File: config.mk
export PLATFORM = sky130hd
export DESIGN_NAME = bram_wr_port_arbiter_flat
export DESIGN_NICKNAME = d
export VERILOG_FILES = /design/src/rtl/bram_wr_port_arbiter_if.sv /design/src/rtl/bram_wr_port_arbiter.sv /design/src/flat_wrapper.sv
export SDC_FILE = /design/constraint.sdc
export NUM_CORES = 1
export LEC_CHECK = 0
export CORE_MARGIN = 5
export CORE_UTILIZATION = 40
export CTS_CLUSTER_DIAMETER = 80
export DETAILED_ROUTE_END_ITERATION = 16
export PLACE_DENSITY = 0.65
export SYNTH_ARGS = -nofsm -noshare
export SYNTH_HDL_FRONTEND = slang
export SYNTH_SLANG_ARGS = --single-unit
File: constraint.sdc
create_clock -name clk -period 5.48 [get_ports clk]
set_input_delay 0.548 -clock clk [delete_from_list [all_inputs] [get_ports clk]]
set_output_delay 0.548 -clock clk [all_outputs]
set_load 0.02 [all_outputs]
File: src/rtl/bram_wr_port_arbiter_if.sv
// bram_wr_port_arbiter_if: request/grant bundle between BRAM write requesters and the write-port arbiter.
interface bram_wr_port_arbiter_if;
    logic [2:0] req;
    logic [2:0] gnt;
    logic [1:0] sel;
    logic       wr_en_gate;
    logic       owner_valid;
    logic       preempt;
    modport master (output req, input gnt, sel, wr_en_gate, owner_valid, preempt);
    modport slave  (input req, output gnt, sel, wr_en_gate, owner_valid, preempt);
endinterface

File: src/rtl/bram_wr_port_arbiter.sv
// bram_wr_port_arbiter: round-robin owner sequencer for the 3-to-1 BRAM write-port mux,
// inserting one dead cycle on every handover and bounding each ownership burst.
module bram_wr_port_arbiter #(
    parameter int MAX_BURST = 256,
    parameter int CNT_W     = 9
) (
    input logic clk,
    input logic rst_n,
    bram_wr_port_arbiter_if.slave bus
);
    typedef enum logic [1:0] {IDLE, SWITCH, OWN} state_t;
    state_t state, state_nx;
    logic [1:0] sel_q, sel_nx, last, last_nx, c1, c2, win;
    logic [2:0] gnt_q, gnt_nx, own_mask, pending;
    logic pre_q, pre_nx, found;
    logic [CNT_W-1:0] burst_cnt, cnt_nx;
    // While owning, the owner is excluded so a release or preempt hands over to someone else.
    always_comb begin
        own_mask = (state == OWN) ? (3'b001 << sel_q) : 3'b000;
        pending  = bus.req & ~own_mask;
        c1       = (last == 2'd2) ? 2'd0 : last + 2'd1;
        c2       = (c1 == 2'd2) ? 2'd0 : c1 + 2'd1;
        win      = pending[c1] ? c1 : pending[c2] ? c2 : last;
        found    = |pending;
    end
    always_comb begin
        state_nx = state;
        sel_nx   = sel_q;
        last_nx  = last;
        gnt_nx   = 3'b000;
        pre_nx   = 1'b0;
        cnt_nx   = burst_cnt;
        unique case (state)
            IDLE: begin
                state_nx = found ? SWITCH : IDLE;
                sel_nx   = found ? win : sel_q;
            end
            SWITCH: begin
                state_nx = bus.req[sel_q] ? OWN : IDLE;
                gnt_nx   = bus.req[sel_q] ? (3'b001 << sel_q) : 3'b000;
                cnt_nx   = bus.req[sel_q] ? CNT_W'(1) : burst_cnt;
                last_nx  = bus.req[sel_q] ? sel_q : last;
            end
            OWN: begin
                if (!bus.req[sel_q]) begin
                    state_nx = found ? SWITCH : IDLE;
                    sel_nx   = found ? win : sel_q;
                    cnt_nx   = '0;
                end else if (burst_cnt == CNT_W'(MAX_BURST) && found) begin
                    state_nx = SWITCH;
                    sel_nx   = win;
                    pre_nx   = 1'b1;
                    cnt_nx   = '0;
                end else begin
                    gnt_nx = gnt_q;
                    cnt_nx = (burst_cnt == CNT_W'(MAX_BURST)) ? burst_cnt : burst_cnt + CNT_W'(1);
                end
            end
            default: state_nx = IDLE;
        endcase
    end
    always_ff @(posedge clk or negedge rst_n) begin
        if (!rst_n) begin
            state     <= IDLE;
            sel_q     <= 2'd0;
            last      <= 2'd2;
            gnt_q     <= 3'b000;
            pre_q     <= 1'b0;
            burst_cnt <= '0;
        end else begin
            state     <= state_nx;
            sel_q     <= sel_nx;
            last      <= last_nx;
            gnt_q     <= gnt_nx;
            pre_q     <= pre_nx;
            burst_cnt <= cnt_nx;
        end
    end
    assign bus.gnt         = gnt_q;
    assign bus.sel         = sel_q;
    assign bus.wr_en_gate  = |gnt_q;
    assign bus.owner_valid = (state == OWN);
    assign bus.preempt     = pre_q;
endmodule
File: src/flat_wrapper.sv
// flat-port wrapper written by rule: the top's interface ports become plain ports
module bram_wr_port_arbiter_flat 
#(
    parameter int MAX_BURST = 256,
    parameter int CNT_W     = 9
)
  (clk, rst_n, bus_req, bus_gnt, bus_sel, bus_wr_en_gate, bus_owner_valid, bus_preempt);
  bram_wr_port_arbiter_if bus_i ();
  input logic clk;
  input logic rst_n;
  input wire logic [$bits(bus_i.req)-1:0] bus_req;
  output wire logic [$bits(bus_i.gnt)-1:0] bus_gnt;
  output wire logic [$bits(bus_i.sel)-1:0] bus_sel;
  output wire logic [$bits(bus_i.wr_en_gate)-1:0] bus_wr_en_gate;
  output wire logic [$bits(bus_i.owner_valid)-1:0] bus_owner_valid;
  output wire logic [$bits(bus_i.preempt)-1:0] bus_preempt;
  assign bus_i.req = bus_req;
  assign bus_gnt = bus_i.gnt;
  assign bus_sel = bus_i.sel;
  assign bus_wr_en_gate = bus_i.wr_en_gate;
  assign bus_owner_valid = bus_i.owner_valid;
  assign bus_preempt = bus_i.preempt;
  bram_wr_port_arbiter #(.MAX_BURST(MAX_BURST), .CNT_W(CNT_W)) u_core (.clk(clk), .rst_n(rst_n), .bus(bus_i));
endmodule
==> reports/summary.txt, run 1 <==
Via density = 6.04
Arr. time, crit path = 2.76 ns
fin nets = 148
io pins = 13
WHS = 0.497 ns
drt drc = 0
Critical Path Source = bus_req[0]
fin. max-slew vios = 0
count of flip-flops with a built-in enable after synthesis = 0
htree depth = 1
grt ovf = 0
setup_tns = 0 ns
Max Used Layer = met4
Non-Filler Instances = 169
DRT Pass-1 Iters = 4
period utilization = 46.1%
syn avg cell area = 9.66 sq um
Post-synth top flop = dfrtp_1
Area growth syn-to-layout = 13.1%
Clock Skews = 0.00488 ns
starting DRC count in detailed routing = 52
wire length on met2 = 1220 um
sequential area share after synthesis = 39.5%
crit start category = input port
Num CTS Buffers = 3
Worst-Margin Slew = 0.880 ns
CTS tree = yes
slew margin rel. = 41.2%
vias after detailed routing = 1,021
reg2reg setup slack = 3.17 ns
cts-stage hold buffer count = 0
cells along the critical path = clkdlybuf4s50_1, mux2i_1, o2bb2ai_1, o21ai_1, or3_1, mux2i_1
synthesized netlist cell count = 125
initial antenna violation count = 0
first-pass GRT wire length = 4780 um
Critical-path top delay cell = clkdlybuf4s50_1
Routed wire per std cell = 15.8 um
Starting Density = 40.5%
status = finished clean
Peak Freq = 396 MHz
clk slew on worst S/H paths = 0.11 ns
Mapped Nets = 136
Hold Crit Class = reg -> reg
Leak = 0.596 nW
Reg2Reg Capture Point = u_core.burst_cnt[2]$_DFFE_PN0P_
post-CTS setup buffer count = 0
CTS resizes = 0
PD cells = 454 nW/um^2
final number of hold-violating endpoints = 0
met3 WL = 112 um
clock latency on the worst-skew pair = 0.30 ns
min Tclk post-route = 2.52 ns
post-route ant nets = 0
CP Data Required Time = 5.71 ns
Worst path most repeated cell = mux2i_1
WS Path Type = in -> reg
unrepaired setup endpoints after global routing = no
detailed-route wire length = 2670 um
dpl cells = 165
global placer's final weighted congestion = 0.885
layout cells sized above 1 = 7.35%
Worst Setup EP = u_core.burst_cnt[2]$_DFFE_PN0P_
Final Setup Violations = 0
RR Startpoint = u_core.bus.sel[0]$_DFFE_PN0P_
die area = 4220 sq um
CP max FO = 11
Post-synth ARST share = 100%
core area = 2980 sq um
I/O Buffers = 12
# diodes = 0
total track usage = 14.4%
DRT met1 WL = 1290 um
maximum VDD drop = 188 uV
Die X = 64.9 um
r2r worst-path depth = 5
Syn. warnings = 0
vias in the first global route = 1,013
Max clock buf depth = 2
row count = 20
Worst path max stage delay = 0.57 ns
Synth Cell Area = 1210 sq um
maxcap violations = 0
Synth Register Bits = 19
Crit. End Element = register
Yosys cell types = 41
fin util = 45.8%
TritonCTS Sinks = 19
Root Driver = clkbuf_4
Die Y = 64.9 um
dpl hpwl = 1970 um
largest net degree at the start of global routing = 20
==> layout by cell type, fill, tap and decap left out, drive strengths merged <==
master / count
a2111oi: 1
a21boi: 2
a21o: 4
a21oi: 6
a22o: 3
a31o: 1
and2: 1
and3: 5
and4: 2
clkbuf: 4
clkdlybuf4s50: 12
dfrtp: 18
dfstp: 1
ha: 6
inv: 7
mux2: 3
mux2i: 3
nand2: 7
nand2b: 1
nand3: 8
nand3b: 2
nand4: 1
nor2: 7
nor2b: 4
nor3: 1
nor4: 1
o211ai: 2
o21a: 2
o21ai: 6
o221ai: 1
o22ai: 1
o2bb2ai: 4
o311a: 1
o311ai: 1
o31ai: 2
o41ai: 1
or2: 1
or3: 3
==> critical path, delay by kind of cell <==
kind            cells  cell delay, ns
compound gates      2            0.96
buf+inv             1            0.57
simple gates        1            0.45
mux                 2            0.22
==> worst min-delay path by stage <==
stage	startpoint	end	slack, ns	depth (start not counted)
floorplan	rst_n	u_core.burst_cnt[0]$_DFFE_PN0P_	0.25	0
global placement	u_core.last[1]$_DFFE_PN1P_	u_core.last[1]$_DFFE_PN1P_	0.47	2
detailed placement	u_core.last[1]$_DFFE_PN1P_	u_core.last[1]$_DFFE_PN1P_	0.48	2
CTS	u_core.last[1]$_DFFE_PN1P_	u_core.last[1]$_DFFE_PN1P_	0.49	2
global route	u_core.last[1]$_DFFE_PN1P_	u_core.last[1]$_DFFE_PN1P_	0.52	2
finish	u_core.last[1]$_DFFE_PN1P_	u_core.last[1]$_DFFE_PN1P_	0.50	2
==> registers in the layout, indices dropped and copies added (netlist names) <==
name                cells
u_core.bus.gnt          3
u_core.burst_cnt        9
u_core.last             2
u_core.bus.sel          2
u_core.bus.preempt      1
u_core.state            2
==> report_power, final <==
| part | switching (mW) | total (mW) | internal (mW) |
|---|---|---|---|
| logic | 0.189 | 0.329 | 0.140 |
| registers | 0.0437 | 0.217 | 0.173 |
| clock network | 0.0451 | 0.0735 | 0.0284 |
| total | 0.277 | 0.619 | 0.342 |
==> layer usage <==
metal,up-vias,track usage [%]
li1,485,-
met3,11,3.81
met1,495,19.6
met4,0,4.49
met2,30,22.2
met5,-,0
==> cell families after synthesis <==
| family | count (synthesis) | synth area share (%) |
|---|---|---|
| AND/OR/NAND/NOR | 44 | 20.1 |
| AO/OA/AOI/OAI | 38 | 24.2 |
| flip-flops | 19 | 39.5 |
| buffers and inverters | 12 | 4.66 |
| multiplexers | 6 | 5.28 |
| adder cells (fa/ha/maj) | 6 | 6.22 |
==> metrics by stage <==
stage	setup WS, ns	total power [mW]	instance area [sq um]
finish	2.96	0.619	1370
global route	2.72	0.673	1370
CTS	2.96	0.625	1370
detailed placement	2.63	0.550	1340
global placement	2.77	0.534	1340
floorplan	3.54	0.454	1210
==> final cells by class <==
class	instances	area (sq um)
clock buffer	4	26.3
fill	279	1610
inverter	7	26.3
multi-input combinational	94	674
sequential	19	477
tap	33	41.3
timing repair buffer	12	120
==> cells in the mapped netlist, types with 3 or more instances <==
cell type / instances / share of area (%)
a22o_1: 3 / 2.2
and3_1: 5 / 2.6
o2bb2ai_1: 4 / 2.9
nand3_1: 8 / 3.3
mux2i_1: 3 / 2.5
nand2_1: 7 / 2.2
nor2b_1: 4 / 2.1
o21ai_1: 5 / 2.1
buf_2: 3 / 1.2
ha_1: 6 / 6.2
inv_1: 6 / 1.9
or3_1: 3 / 1.6
a21oi_1: 6 / 2.5
mux2_1: 3 / 2.8
dfrtp_1: 18 / 37
a21o_1: 4 / 2.5
nor2_1: 7 / 2.2
Note: power is estimated with default switching activity, not from simulation.
==> run 2: changes to the inputs <==
--- a/config.mk
+++ b/config.mk
@@ -9,7 +9,7 @@
 export CORE_UTILIZATION = 40
 export CTS_CLUSTER_DIAMETER = 80
 export DETAILED_ROUTE_END_ITERATION = 16
-export PLACE_DENSITY = 0.65
+export PLACE_DENSITY = 0.67
 export SYNTH_ARGS = -nofsm -noshare
 export SYNTH_HDL_FRONTEND = slang
 export SYNTH_SLANG_ARGS = --single-unit
==> constraint.sdc (replaced) <==
create_clock -name clk -period 2.1 [get_ports clk]
set_input_delay 0.21 -clock clk [delete_from_list [all_inputs] [get_ports clk]]
set_output_delay 0.21 -clock clk [all_outputs]
set_load 0.02 [all_outputs]
==> reports/summary.txt, run 2 (synthesized netlist as in run 1, its figures left out) <==
cts-stage hold buffer count = 0
r2r worst-path depth = 7
crit start category = register
Critical-path top delay cell = dfrtp_1
Num CTS Buffers = 3
vias in the first global route = 981
htree depth = 1
leading cell type in the layout, fill and taps excluded = dfrtp_1
I/O Buffers = 12
DRT Pass-1 Iters = 4
min Tclk post-route = 1.97 ns
maximum VDD drop = 619 uV
Crit. End Element = register
drt drc = 0
final worst setup slack = 0.130 ns
Die X = 64.9 um
clock latency on the worst-skew pair = 0.29 ns
status = finished clean
Leak = 0.679 nW
PD cells = 1130 nW/um^2
Via density = 5.60
Register Area = 477 sq um
Worst path most repeated cell = buf_4
detailed-route wire length = 2550 um
# diodes = 0
row count = 20
core area = 2980 sq um
period utilization = 93.8%
first-pass GRT wire length = 4350 um
Non-Filler Instances = 185
initial antenna violation count = 0
io pins = 13
total track usage = 13.0%
CP max FO = 4
Root Driver = clkbuf_4
Clock Skews = 0.00246 ns
Max clock buf depth = 2
Fillers = 265
maxcap violations = 0
most frequent cells in the layout = 18 x dfrtp_1, 16 x buf_4, 12 x clkdlybuf4s50_1, 8 x nand3_1
dpl cells = 179
final number of hold-violating endpoints = 0
pre-CTS setup slack = 0.0210 ns
setup_tns = 0 ns
grt ovf = 0
fin nets = 164
Hold Crit Class = in -> async
Peak Freq = 508 MHz
WS Path Type = reg -> reg
dpl hpwl = 1930 um
Die Y = 64.9 um
reg2reg setup slack = 0.13 ns
clk slew on worst S/H paths = 0.11 ns
Reg2Reg Capture Point = u_core.burst_cnt[3]$_DFFE_PN0P_
largest net degree at the start of global routing = 20
starting DRC count in detailed routing = 27
fin util = 51.3%
Routed wire per std cell = 13.8 um
CP Data Required Time = 2.28 ns
Final Setup Violations = 0
fin. max-slew vios = 0
Area growth syn-to-layout = 26.6%
Worst path max stage delay = 0.45 ns
WHS = 0.237 ns
unrepaired setup endpoints after global routing = no
layout cells sized above 1 = 17.8%
CTS tree = yes
RR Startpoint = u_core.burst_cnt[6]$_DFFE_PN0P_
TritonCTS Sinks = 19
most flop-heavy register = u_core.burst_cnt
Arr. time, crit path = 2.15 ns
Worst-Margin Slew = 0.388 ns
die area = 4220 sq um
area of the multi-input gates = 718 sq um
Starting Density = 40.5%
max reg flops = 9
vias after detailed routing = 1,036
post-route ant nets = 0
slew margin rel. = 74.1%
cells along the critical path = nor4_4, nand4_1, buf_4, o311ai_4, buf_4, o221ai_1, o2bb2ai_1
global placer's final weighted congestion = 0.811
run 2: report_power, final:
| group | leakage, nW | internal (mW) | switching [mW] |
|---|---|---|---|
| clock | 0.0150 | 0.0738 | 0.110 |
| combinational | 0.412 | 0.469 | 0.505 |
| sequential | 0.252 | 0.452 | 0.122 |
run 2: critical path: cells and delay by family, from the launching register on:
family	cells	cell delay, ns
AOI/OAI and AO/OA	3	0.56
and+or+nand+nor	2	0.48
DFF	1	0.45
buffers and inverters	2	0.38
run 2: metrics by stage:
| stage | area, sq um | power [mW] |
|---|---|---|
| floorplan | 1210 | 1.18 |
| global placement | 1440 | 1.50 |
| detailed placement | 1440 | 1.52 |
| CTS | 1470 | 1.70 |
| global route | 1530 | 1.89 |
| finish | 1530 | 1.73 |
run 2: worst max path at each step:
stage,start,to,cells past startpoint
after floorplan,u_core.bus.sel[0]$_DFFE_PN0P_,u_core.bus.sel[0]$_DFFE_PN0P_,6
after global placement,u_core.burst_cnt[6]$_DFFE_PN0P_,u_core.state[1]$_DFFE_PN0P_,6
after detailed placement,bus_req[0],u_core.bus.sel[0]$_DFFE_PN0P_,5
after CTS,u_core.burst_cnt[6]$_DFFE_PN0P_,u_core.state[1]$_DFFE_PN0P_,6
after global routing,u_core.bus.sel[0]$_DFFE_PN0P_,u_core.bus.sel[0]$_DFFE_PN0P_,5
final,u_core.burst_cnt[6]$_DFFE_PN0P_,u_core.burst_cnt[3]$_DFFE_PN0P_,7
run 2: area by class of cell:
class,count,area share (%)
clock buffers,4,1.72
inverters,7,1.72
multi-input cells,94,47.0
flip-flops and latches,19,31.2
well taps,33,2.70
repair buffers,28,15.7
run 2: per-layer routing:
metal | share of wire, % | up-vias | track usage [%] | wire length [um]
met5 | 0 | - | 0 | 0
met4 | 0.82 | 0 | 2.37 | 21
met3 | 3.3 | 2 | 3.12 | 84
met2 | 47 | 16 | 21.8 | 1200
met1 | 49 | 495 | 16.9 | 1250
li1 | - | 523 | - | -
run 2: what timing repair did:
action | in CTS | in global routing
setup endpoints to repair | 1 | 10
pin swaps | 0 | 3
resized for setup | 1 | 4
buffers inserted | 0 | 2
